## src/rtl/tiger_sbox_sched.sv

```systemverilog
// Tiger S-box lookup scheduler: issues eight lookups on four ROMs and XOR-reduces them.
// Optional round update (o_a = a - even, o_b = b + odd) under `TIGER_SCHED_ROUND_EN.
module tiger_sbox_sched #(
  parameter int ROM_LAT = 1
) (
  input  logic        i_clk,
  input  logic        i_rst,
  input  logic        i_valid,
  output logic        o_ready,
  input  logic [63:0] i_c,
  output logic [7:0]  o_addr_a,
  output logic [7:0]  o_addr_b,
  output logic [7:0]  o_addr_c,
  output logic [7:0]  o_addr_d,
  input  logic [63:0] i_data_a,
  input  logic [63:0] i_data_b,
  input  logic [63:0] i_data_c,
  input  logic [63:0] i_data_d,
  output logic        o_valid,
  input  logic        i_ready,
  output logic [63:0] o_even,
  output logic [63:0] o_odd
`ifdef TIGER_SCHED_ROUND_EN
  ,
  input  logic [63:0] i_a,
  input  logic [63:0] i_b,
  output logic [63:0] o_a,
  output logic [63:0] o_b
`endif
);

  typedef enum logic [2:0] {
    IDLE,
    ISSUE_O,
    WAIT,
    CAP_E,
    CAP_O,
    DONE
  } state_t;

  localparam logic [1:0] WAIT_LAST =
    2'((ROM_LAT > 1) ? (ROM_LAT - 2) : 0);

  state_t      state;
  state_t      nxt;
  logic [1:0]  cnt;
  logic [31:0] odd_q;
  logic [63:0] dsum;
  logic        accept;

`ifdef TIGER_SCHED_ROUND_EN
  logic [63:0] a_q;
  logic [63:0] b_q;
`endif

  assign accept = i_valid & o_ready;
  assign dsum   = i_data_a ^ i_data_b ^ i_data_c ^ i_data_d;

  // State register
  always_ff @(posedge i_clk) begin
    if (i_rst) state <= IDLE;
    else       state <= nxt;
  end

  // Next-state decode
  always_comb begin
    nxt = state;
    unique case (state)
      IDLE:    if (accept) nxt = ISSUE_O;
      ISSUE_O: nxt = (ROM_LAT > 1) ? WAIT : CAP_E;
      WAIT:    if (cnt == WAIT_LAST) nxt = CAP_E;
      CAP_E:   nxt = CAP_O;
      CAP_O:   nxt = DONE;
      DONE:    if (i_ready) nxt = IDLE;
      default: nxt = IDLE;
    endcase
  end

  // Address issue, wait counting, result capture and handshake flags
  always_ff @(posedge i_clk) begin
    if (i_rst) begin
      o_ready  <= 1'b1;
      o_valid  <= 1'b0;
      o_addr_a <= '0;
      o_addr_b <= '0;
      o_addr_c <= '0;
      o_addr_d <= '0;
      o_even   <= '0;
      o_odd    <= '0;
      cnt      <= '0;
      odd_q    <= '0;
`ifdef TIGER_SCHED_ROUND_EN
      a_q      <= '0;
      b_q      <= '0;
      o_a      <= '0;
      o_b      <= '0;
`endif
    end else begin
      unique case (state)
        IDLE: begin
          if (accept) begin
            o_addr_a <= i_c[7:0];
            o_addr_b <= i_c[23:16];
            o_addr_c <= i_c[39:32];
            o_addr_d <= i_c[55:48];
            odd_q    <= {i_c[63:56], i_c[47:40],
                         i_c[31:24], i_c[15:8]};
            o_ready  <= 1'b0;
`ifdef TIGER_SCHED_ROUND_EN
            a_q      <= i_a;
            b_q      <= i_b;
`endif
          end
        end
        ISSUE_O: begin
          o_addr_a <= odd_q[31:24];
          o_addr_b <= odd_q[23:16];
          o_addr_c <= odd_q[15:8];
          o_addr_d <= odd_q[7:0];
          cnt      <= '0;
        end
        WAIT: begin
          cnt <= cnt + 2'd1;
        end
        CAP_E: begin
          o_even <= dsum;
        end
        CAP_O: begin
          o_odd   <= dsum;
          o_valid <= 1'b1;
`ifdef TIGER_SCHED_ROUND_EN
          o_a     <= a_q - o_even;
          o_b     <= b_q + dsum;
`endif
        end
        DONE: begin
          if (i_ready) begin
            o_valid <= 1'b0;
            o_ready <= 1'b1;
          end
        end
        default: begin
          o_ready <= 1'b1;
          o_valid <= 1'b0;
        end
      endcase
    end
  end

endmodule

```

## config.mk

```make
export PLATFORM = sky130hd
export DESIGN_NAME = tiger_sbox_sched
export DESIGN_NICKNAME = d
export VERILOG_FILES = /design/src/rtl/tiger_sbox_sched.sv
export SDC_FILE = /design/constraint.sdc
export NUM_CORES = 1
export LEC_CHECK = 0
export ABC_AREA = 0
export BUFFER_PORTS_ARGS = -buffer_cell sky130_fd_sc_hd__clkbuf_2
export CORE_AREA = 3 3 191 193
export CTS_CLUSTER_DIAMETER = 50
export DETAILED_ROUTE_END_ITERATION = 8
export DIE_AREA = 0 0 194 196
export PLACE_DENSITY = 0.49
export SLEW_MARGIN = 5
export SYNTH_ARGS = -nofsm -noshare
export SYNTH_HDL_FRONTEND = slang
export SYNTH_SLANG_ARGS = --single-unit
```

## constraint.sdc

```tcl
create_clock -name i_clk -period 3.01 [get_ports i_clk]
set_input_delay 0.602 -clock i_clk [delete_from_list [all_inputs] [get_ports i_clk]]
set_output_delay 0.602 -clock i_clk [all_outputs]
set_load 0.05 [all_outputs]
```

==> impl_metrics.tcl, run 1 <==
set metrics [dict create \
    cts_max_path_buffers 2 \
    synth_area_per_cell_um2 9.59 \
    core_area_mm2 0.0347 \
    antenna_left 0 \
    die_y_um 196 \
    synth-seq-cells 199 \
    worstSetupPathType "register to register" \
    cts_resized 0 \
    synth_adder_area_share_pct 0.131 \
    dpl_cell_area_mm2 0.0123 \
    antenna_found_initial 2 \
    drt_iter0_drc 323 \
    wire_per_inst_um 17.1 \
    startpoint_type "register" \
    period_minus_slack_ps 2130 \
    hpwl_mm 24.6 \
    ys_seq_area_share_pct 41.7 \
    synth-simple-area-share_pct 9.42 \
    nets 1753 \
    grt_max_degree 129 \
    portBuffers 485 \
    synth_top_family_by_area "compound AO/OA/AOI/OAI gates" \
    fin_crit_sh_pct 70.7 \
    routed_wl_mm 32.5 \
    clk-insertion-delay-late_ps 440 \
    clockRootBuffer "clkbuf_16" \
    slew_viol_final 0 \
    gp_congestion 0.808 \
    required_ps 3360 \
    drive_gt1_share_pct 44.6 \
    status "completed" \
    fmax_ghz 0.470 \
    cts_setup_buffers 0 \
    worst_pin_slew_ps 836 \
    worstHoldPathType "input port to register" \
    route.vias.total 8685 \
    synthXorXnorAreaFrac_pct 17.7 \
    die-area_mm2 0.0380 \
    ios 486 \
    grt_pass1_wl_mm 50.2 \
    rsz0062_at_grt "no" \
    max-cap-violations 0 \
    vias_per_cell 4.58 \
    cts_tree "built" \
    clock-sinks 199 \
    clkSlewWorstSetupHoldPaths_ps 80 \
    synth_mux_area_share_pct 0 \
    ys_types 32 \
    cts_made_buffers 17 \
    cts_hold_buf 0 \
    drt_first_pass_iters 4 \
    grt-ovfl-total 0 \
    synth_compound_area_share_pct 26.0 \
    p_per_area_mw_per_mm2 854 \
    grtUsageTotal_pct 16.6 \
    finalHoldViolations 0 \
    design_area_mm2 0.0129 \
    end_kind "register" \
    finish.utilization_pct 37.3 \
    fp.dieW_um 194 \
    syn2layout_area_growth_pct 35.4 \
    ir_worst_vdd_mv 0.545 \
    max_slew_margin_pct 44.3 \
    rows 68 \
    ys_warn_count 0 \
    grt_pass1_vias 8609 \
    fin_skew_ps 7.76 \
    syn_nets 1322 \
    htree_levels 4 \
    drcViolationCount 0 \
    crit_path_max_fanout 50 \
    setup_viol 0 \
    initial_core_util_pct 27.5 \
    final.setup.tns_ps 0 \
    p_leak_nw 5.13 \
    p_total_mw 11.1 \
    synthCells 997 \
    worstPathArrival_ps 2480 \
    synth_area_mm2 0.00956 \
]
-- area by class of cell --
| type | count | area, um^2 |
|---|---|---|
| Fill cell | 3631 | 21800 |
| Multi-Input combinational cell | 707 | 5120 |
| Sequential cell | 199 | 3990 |
| Timing Repair Buffer | 500 | 2610 |
| Tap cell | 455 | 569 |
| Clock buffer | 17 | 425 |
| Clock inverter | 15 | 215 |
| Inverter | 3 | 11.3 |
| Antenna cell | 1 | 2.50 |
-- synth_stat cells --
master | n | share of area (%)
a211oi_1 | 57 | 4.5
a211oi_2 | 103 | 13
o21ai_0 | 67 | 3.5
clkbuf_1 | 36 | 1.4
and3b_1 | 1 | 0.092
a21oi_1 | 38 | 2.0
nand3_1 | 32 | 1.7
buf_2 | 25 | 1.3
nor3b_2 | 2 | 0.26
nand4bb_1 | 1 | 0.12
buf_6 | 6 | 0.71
ha_1 | 1 | 0.13
and2_1 | 1 | 0.065
or3b_2 | 1 | 0.092
nor3_1 | 1 | 0.052
buf_1 | 2 | 0.079
a211o_1 | 1 | 0.092
inv_1 | 3 | 0.12
o21ba_2 | 1 | 0.10
dfxtp_1 | 199 | 42
a31oi_1 | 32 | 2.1
buf_4 | 19 | 1.5
nor2b_1 | 1 | 0.065
nor4bb_1 | 1 | 0.10
nand3b_1 | 1 | 0.079
nand2_1 | 2 | 0.079
nor3b_1 | 2 | 0.16
nor2_1 | 161 | 6.3
xnor2_1 | 193 | 18
o21bai_1 | 1 | 0.079
nand2b_1 | 4 | 0.26
a21o_1 | 2 | 0.16
-- metal layers --
layer | global-route usage, % | share of wire [%]
met1 | 19.5 | 40
met2 | 30.5 | 53
met3 | 4.45 | 6.4
met4 | 3.38 | 1.1
met5 | 0 | 0.034
-- cells in the final DEF, fill, tap and decap left out, types with 2 or more instances in the layout --
cell type,instances
clkinv_8,2
clkinvlp_4,2
nand2_1,2
o21ai_0,67
buf_4,10
a31oi_1,32
clkbuf_16,17
inv_1,2
nor2_1,161
a21o_1,2
clkbuf_2,484
clkinv_4,3
nor3b_4,2
a21oi_1,38
dfxtp_1,198
inv_6,2
nand3_1,32
buf_12,5
xnor2_1,193
bufinv_16,3
nor3b_1,2
nand2b_1,4
a211oi_1,57
a211oi_2,103
inv_8,3
-- sequential cells by signal (all words and copies together) (netlist names) --
| name | cells |
|---|---|
| o_even | 64 |
| o_odd | 64 |
| odd_q | 32 |
| o_addr_a | 8 |
| o_addr_b | 8 |
| o_addr_c | 8 |
| o_addr_d | 8 |
| state | 3 |
| cnt | 2 |
| o_ready | 1 |
| o_valid | 1 |
-- final timing paths --
kind | from | end | slack (ps) | cells after the start
setup / recovery | state[1]$_SDFFE_PP0P_ | o_even[22]$_SDFFE_PP0N_ | 880 | 4
hold / removal | i_c[61] | odd_q[29]$_SDFFE_PP0P_ | 410 | 3
setup reg to reg | state[1]$_SDFFE_PP0P_ | o_even[22]$_SDFFE_PP0N_ | 880 | 4
hold reg to reg | odd_q[11]$_SDFFE_PP0P_ | odd_q[11]$_SDFFE_PP0P_ | 480 | 2
-- where the power goes --
group | switching, mW | internal [mW] | total, mW
Combinational | 3.54 | 1.46 | 5.00
Sequential | 0.353 | 3.21 | 3.56
Clock | 1.14 | 1.35 | 2.49
-- kinds of logic (layout without fill, tap and decap cells) --
family / Yosys count / count (layout)
AOI/OAI and AO/OA: 302 / 302
buffers and inverters: 91 / 535
other: 0 / 1
and+or+nand+nor: 211 / 211
xor gates and xnor gates: 193 / 193
adders and majority gates: 1 / 1
DFF: 199 / 199
-- stage by stage --
step	hold slack, ps	setup slack (ps)	instances
final	407	882	1897
after global routing	381	673	1897
after floorplan	454	1370	997
after CTS	377	848	1896
after detailed placement	468	883	1864
after global placement	462	930	1864
-- worst max-delay path, cell delays in order (launching register included) --
cell	delay (ps)
dfxtp_1	740
and3b_4	630
buf_12	310
nor2_1	70
a211oi_1	230
Note: power is estimated with default switching activity, not from simulation.
==> run 2, diff against run 1 <==
--- a/config.mk
+++ b/config.mk
@@ -5,13 +5,13 @@
 export SDC_FILE = /design/constraint.sdc
 export NUM_CORES = 1
 export LEC_CHECK = 0
-export ABC_AREA = 0
+export ABC_AREA = 1
 export BUFFER_PORTS_ARGS = -buffer_cell sky130_fd_sc_hd__clkbuf_2
-export CORE_AREA = 3 3 191 193
+export CORE_MARGIN = 3
+export CORE_UTILIZATION = 35
 export CTS_CLUSTER_DIAMETER = 50
 export DETAILED_ROUTE_END_ITERATION = 8
-export DIE_AREA = 0 0 194 196
-export PLACE_DENSITY = 0.49
+export PLACE_DENSITY = 0.58
 export SLEW_MARGIN = 5
 export SYNTH_ARGS = -nofsm -noshare
 export SYNTH_HDL_FRONTEND = slang
==> constraint.sdc (replaced) <==
create_clock -name i_clk -period 2.2 [get_ports i_clk]
set_input_delay 0.44 -clock i_clk [delete_from_list [all_inputs] [get_ports i_clk]]
set_output_delay 0.44 -clock i_clk [all_outputs]
set_load 0.05 [all_outputs]
==> impl_metrics.tcl, run 2 <==
set metrics [dict create \
    worst_pin_slew_ps 571 \
    clk-insertion-delay-late_ps 440 \
    multi_input_area_mm2 0.00573 \
    critical-path-top-delay-family "simple AND/OR/NAND/NOR gates" \
    ys_seq_area_share_pct 33.1 \
    min_path_cells 3 \
    gp_congestion 0.855 \
    design_area_mm2 0.0154 \
    portBuffers 485 \
    fin_skew_ps 10.7 \
    synthCells 2211 \
    hpwl_mm 29.1 \
    crit_path_top_delay_cell "dfxtp_1" \
    rr_worst_depth 7 \
    drcViolationCount 0 \
    swShare_pct 45.4 \
    max_slew_margin_pct 61.9 \
    ys_warn_count 0 \
    final_common_cell "nand2_1" \
    nets 2983 \
    rsz0062_at_grt "no" \
    synth_area_mm2 0.0120 \
    setup_viol 0 \
    finalHoldViolations 0 \
    top_layer "met5" \
    die_y_um 191 \
    p_per_area_mw_per_mm2 904 \
    synth_area_per_cell_um2 5.45 \
    ys_top_cells_by_area "dfxtp_1 33%, nand2_1 24%, inv_1 15%" \
    yosysTopAreaCellShare_pct 33.1 \
    p_leak_nw 9.95 \
    cts_resized 0 \
    drt_iter0_drc 557 \
    p_switching_mw 6.31 \
    synth_adder_area_share_pct 0.104 \
    final.setup.tns_ps 0 \
    synth_most_common_cell "nand2_1" \
    synth-simple-area-share_pct 45.8 \
    slowest_delay_ps 510 \
    vias_per_cell 4.26 \
    cp_num_buf_inv 3 \
    ys_top_cells_by_count "782 x nand2_1, 488 x inv_1, 459 x nor2_1" \
    end_kind "register" \
    routed_wl_mm 37.0 \
    fmax_ghz 0.612 \
    syn_nets 2536 \
    clockRootBuffer "clkbuf_16" \
    route.vias.total 13300 \
    path_depth 7 \
    top_regs "o_even x64, o_odd x64, odd_q x32" \
    p_seq_share_pct 33.4 \
    grtUsageTotal_pct 19.8 \
    synth_compound_area_share_pct 1.54 \
    required_ps 2590 \
    worstPathArrival_ps 2020 \
    ir_worst_vdd_mv 0.572 \
    dr_wl_met2_mm 17.7 \
    cts_setup_buffers 0 \
    place_inst 3087 \
    hold_slack_ps 220 \
    syn2layout_area_growth_pct 27.7 \
    slew_viol_final 0 \
    max-cap-violations 0 \
    register_area_mm2 0.00398 \
    period_minus_slack_ps 1640 \
    cts_tree "built" \
    comb_power_share_pct 43.0 \
    htree_levels 4 \
    internal_power_mw 7.58 \
    initial_core_util_pct 35.7 \
    async_flop_share_pct 0 \
    synth_mux_area_share_pct 0 \
    startpoint_type "register" \
    synth_largest_area_cell "dfxtp_1" \
    grt_max_degree 87 \
    synth-seq-cells 199 \
    rows 67 \
    crit_top_cell "nor2_1" \
    core_area_mm2 0.0337 \
    grt_pass1_wl_mm 58.5 \
    wl_met3_mm 2.72 \
    stdcell_count 3120 \
    cts_hold_buf 0 \
    clockPowerShare_pct 23.7 \
    grt_pass1_vias 12000 \
    crit_path_max_fanout 58 \
    antenna_found_initial 2 \
    clkSlewWorstSetupHoldPaths_ps 80 \
    synthXorXnorAreaFrac_pct 0 \
    layout_common_cells "781 x nand2_1, 488 x inv_1, 484 x clkbuf_2" \
    drive_gt1_share_pct 20.2 \
    die-area_mm2 0.0367 \
    p_total_mw 13.9 \
    wl_met1_mm 15.7 \
    wire_per_inst_um 11.9 \
    worstSetupPathType "register to register" \
    clock-sinks 199 \
    drt_first_pass_iters 5 \
    cts_max_path_buffers 2 \
    synth_top_family_by_area "simple AND/OR/NAND/NOR gates" \
    status "completed" \
    crit_chain "inv_2 -> nor2_4 -> buf_12 -> nor2_1 -> nor2_1 -> nand2_1 -> inv_1" \
    antenna_left 0 \
    fillers 3655 \
    synth_edf_count 0 \
    fin_crit_sh_pct 74.3 \
    dpl_cell_area_mm2 0.0148 \
    ys_types 19 \
    fp.dieW_um 191 \
    ios 486 \
    cts_made_buffers 17 \
    grt-ovfl-total 0 \
    synth_ff_type "dfxtp_1" \
    worstHoldPathType "input port to register" \
]
## run 2: cell count changes after synthesis, moves of 7 or more
cell and delta:
clkbuf_8 +7, nand2_1 +780, a211oi_2 -103, nand3_1 +135, nor2_1 +298, a211oi_1 -57
clkbuf_1 -27, o21ai_0 -65, buf_1 +7, inv_1 +485, xnor2_1 -193, a31oi_1 -32
## run 2: cell families (layout without fill, tap and decap cells)
group,after synthesis,in the layout
AOI/OAI and AO/OA,37,37
adders and majority gates,1,1
buffers and inverters,563,1023
DFF,199,199
other,0,1
and+or+nand+nor,1411,1411
## run 2: power groups by stage
stage / registers (mW) / logic (mW) / clock network, mW
finish: 4.64 / 5.97 / 3.29
global route: 4.72 / 6.65 / 3.55
CTS: 4.64 / 6.04 / 3.40
detailed placement: 4.72 / 6.02 / 0
global placement: 4.70 / 5.97 / 0
floorplan: 6.54 / 2.76 / 0
## run 2: stage by stage
| stage | setup slack (ps) | utilization (%) |
|---|---|---|
| final | 565 | 45.6 |
| after global routing | 417 | 45.6 |
| after CTS | 543 | 45.6 |
| after detailed placement | 569 | 43.8 |
| after global placement | 614 | 43.8 |
| after floorplan | 711 | - |
## run 2: worst register-to-register path, cell delays in order (launching register included)
cell and delay (ps):
dfxtp_1 510, inv_2 160, nor2_4 290, buf_12 280, nor2_1 130, nor2_1 100
nand2_1 70, inv_1 50
## run 2: final timing paths
kind,from,endpoint,slack (ps)
max,state[2]$_SDFFE_PP0P_,o_odd[49]$_SDFFE_PP0P_,560
min,i_c[26],odd_q[10]$_SDFFE_PP0P_,220
max reg2reg,state[2]$_SDFFE_PP0P_,o_odd[49]$_SDFFE_PP0P_,560
min reg2reg,odd_q[20]$_SDFFE_PP0P_,odd_q[20]$_SDFFE_PP0P_,460
## run 2: layout make-up
type,count,share of cell area (%)
multi-input combinational,1449,37.3
sequential,199,25.9
timing repair buffer,500,17.1
inverter,491,12.0
tap,448,3.64
clock buffer,18,2.86
clock inverter,14,1.21
antenna,1,0.0163
## run 2: metal layers
metal | up-vias | track usage, %
met2 | 330 | 34.6
li1 | 7226 | -
met4 | 2 | 6.27
met5 | - | 0
met1 | 5689 | 23.6
met3 | 49 | 5.26
==> run 3, diff against run 2 <==
--- a/config.mk
+++ b/config.mk
@@ -11,7 +11,7 @@
 export CORE_UTILIZATION = 35
 export CTS_CLUSTER_DIAMETER = 50
 export DETAILED_ROUTE_END_ITERATION = 8
-export PLACE_DENSITY = 0.58
+export PLACE_DENSITY = 0.6
 export SLEW_MARGIN = 5
 export SYNTH_ARGS = -nofsm -noshare
 export SYNTH_HDL_FRONTEND = slang
==> constraint.sdc (replaced) <==
create_clock -name i_clk -period 1.4 [get_ports i_clk]
set_input_delay 0.28 -clock i_clk [delete_from_list [all_inputs] [get_ports i_clk]]
set_output_delay 0.28 -clock i_clk [all_outputs]
set_load 0.05 [all_outputs]
==> impl_metrics.tcl, run 3 (synthesized netlist as in run 2, its figures left out) <==
set metrics [dict create \
    status "completed" \
    fmax_ghz 0.736 \
    final_common_cell "nand2_1" \
    swShare_pct 45.1 \
    drcViolationCount 0 \
    gp_congestion 0.838 \
    antenna_left 0 \
    grt-ovfl-total 0 \
    p_seq_share_pct 32.4 \
    drt_first_pass_iters 5 \
    p_switching_mw 10.2 \
    crit_path_top_delay_cell "dfxtp_1" \
    worst_pin_slew_ps 461 \
    comb_power_share_pct 44.5 \
    wire_per_inst_um 12.1 \
    crit_chain "buf_2" \
    rsz0062_at_grt "yes" \
    drt_iter0_drc 444 \
    max_slew_margin_pct 69.3 \
    p_total_mw 22.5 \
    antenna_found_initial 0 \
    max-cap-violations 0 \
    startpoint_type "register" \
    route.vias.total 13400 \
    portBuffers 485 \
    die-area_mm2 0.0367 \
    grt_max_degree 87 \
    final.setup.tns_ps 0 \
    worstSetupPathType "register to output port" \
    routed_wl_mm 37.9 \
    required_ps 1120 \
    min_path_cells 3 \
    syn2layout_area_growth_pct 31.9 \
    rows 67 \
    vias_per_cell 4.28 \
    worstPathArrival_ps 1080 \
    finalHoldViolations 0 \
    die_y_um 191 \
    drive_gt1_share_pct 21.3 \
    worstHoldPathType "input port to register" \
    antenna_cells 0 \
    nets 3009 \
    ir_worst_vdd_mv 0.760 \
    fp.dieW_um 191 \
    top_regs "o_even x64, o_odd x64, odd_q x32" \
    cp_num_buf_inv 1 \
    crit_path_max_fanout 2 \
    end_kind "output port" \
    cts_max_path_buffers 2 \
    core_area_mm2 0.0337 \
    p_leak_nw 10.2 \
    period_minus_slack_ps 1360 \
    clockPowerShare_pct 23.1 \
    clk-insertion-delay-late_ps 430 \
    fin_crit_sh_pct 97.0 \
    setup_viol 0 \
    cts_tree "built" \
    ios 486 \
    slew_viol_final 0 \
    clkSlewWorstSetupHoldPaths_ps 80 \
    critical-path-top-delay-family "flip-flops" \
    slowest_delay_ps 360 \
    stdcell_count 3145 \
    clock-sinks 199 \
    grt_pass1_vias 12100 \
    layout_common_cells "779 x nand2_1, 487 x inv_1, 455 x nor2_1" \
    htree_levels 4 \
    clockRootBuffer "clkbuf_16" \
    fin_skew_ps 9.05 \
    p_per_area_mw_per_mm2 1420 \
    cts_made_buffers 17 \
    internal_power_mw 12.4 \
    grt_pass1_wl_mm 57.3 \
    path_depth 1 \
    hpwl_mm 28.5 \
    rr_worst_depth 8 \
    grtUsageTotal_pct 19.2 \
    initial_core_util_pct 35.7 \
    place_inst 3100 \
]
[run 3: changes by cell type in the layout (fill, tap and decap cells not counted), moves of 5 or more]
cell,before,now
clkbuf_2,484,398
buf_2,0,56
buf_4,8,22
clkbuf_16,17,22
buf_12,7,13
clkbuf_4,0,26
[run 3: metal layers]
layer  part of all wire, %  GRT usage [%]
met1                    42           21.8
met2                    49           35.0
met3                   7.0           4.79
met4                   2.3           5.98
met5                     0              0
[run 3: per-stage QoR]
stage	setup WS, ps	util [%]	cell area (um^2)	hold WS, ps
global placement	2.11	44.3	14900	449
CTS	-4.30	46.3	15600	40.1
detailed placement	-1.76	44.3	14900	456
floorplan	92.1	-	12000	423
finish	42.1	47.1	15900	67.3
global route	-26.7	47.1	15900	50.2
[run 3: area by class of cell]
class                           instances  area, um^2
Fill cell                            3606       17800
Multi-Input combinational cell       1449        5740
Sequential cell                       199        3990
Timing Repair Buffer                  526        3120
Inverter                              491        1840
Tap cell                              448         561
Clock buffer                           17         425
Clock inverter                         15         199
[run 3: what timing repair did]
| item | CTS | global route |
|---|---|---|
| resized for setup | 18 | 101 |
| endpoints found under the setup margin | 21 | 248 |
| hold buffers | 0 | 0 |
| pin swaps | 0 | 1 |
| gates cloned | 0 | 7 |
| buffers inserted | 2 | 4 |
[run 3: path summary, 6_finish.rpt]
| check | slack [ps] | from | to |
|---|---|---|---|
| worst max-delay path | 40 | o_even[8]$_SDFFE_PP0N_ | o_even[8] |
| worst min-delay path | 70 | i_c[58] | odd_q[26]$_SDFFE_PP0P_ |
| worst max register to register | 70 | state[1]$_SDFFE_PP0P_ | o_odd[41]$_SDFFE_PP0P_ |
| worst min register to register | 460 | o_valid$_SDFFE_PP0P_ | o_valid$_SDFFE_PP0P_ |
[run 3: power groups by stage]
stage               Sequential [mW]  Combinational (mW)  Clock [mW]
floorplan                      10.3                4.34           0
global placement               7.39                9.56           0
detailed placement             7.41                9.66           0
CTS                            7.29                9.75        5.37
global route                   7.41                11.1        5.60
finish                         7.29                10.0        5.21
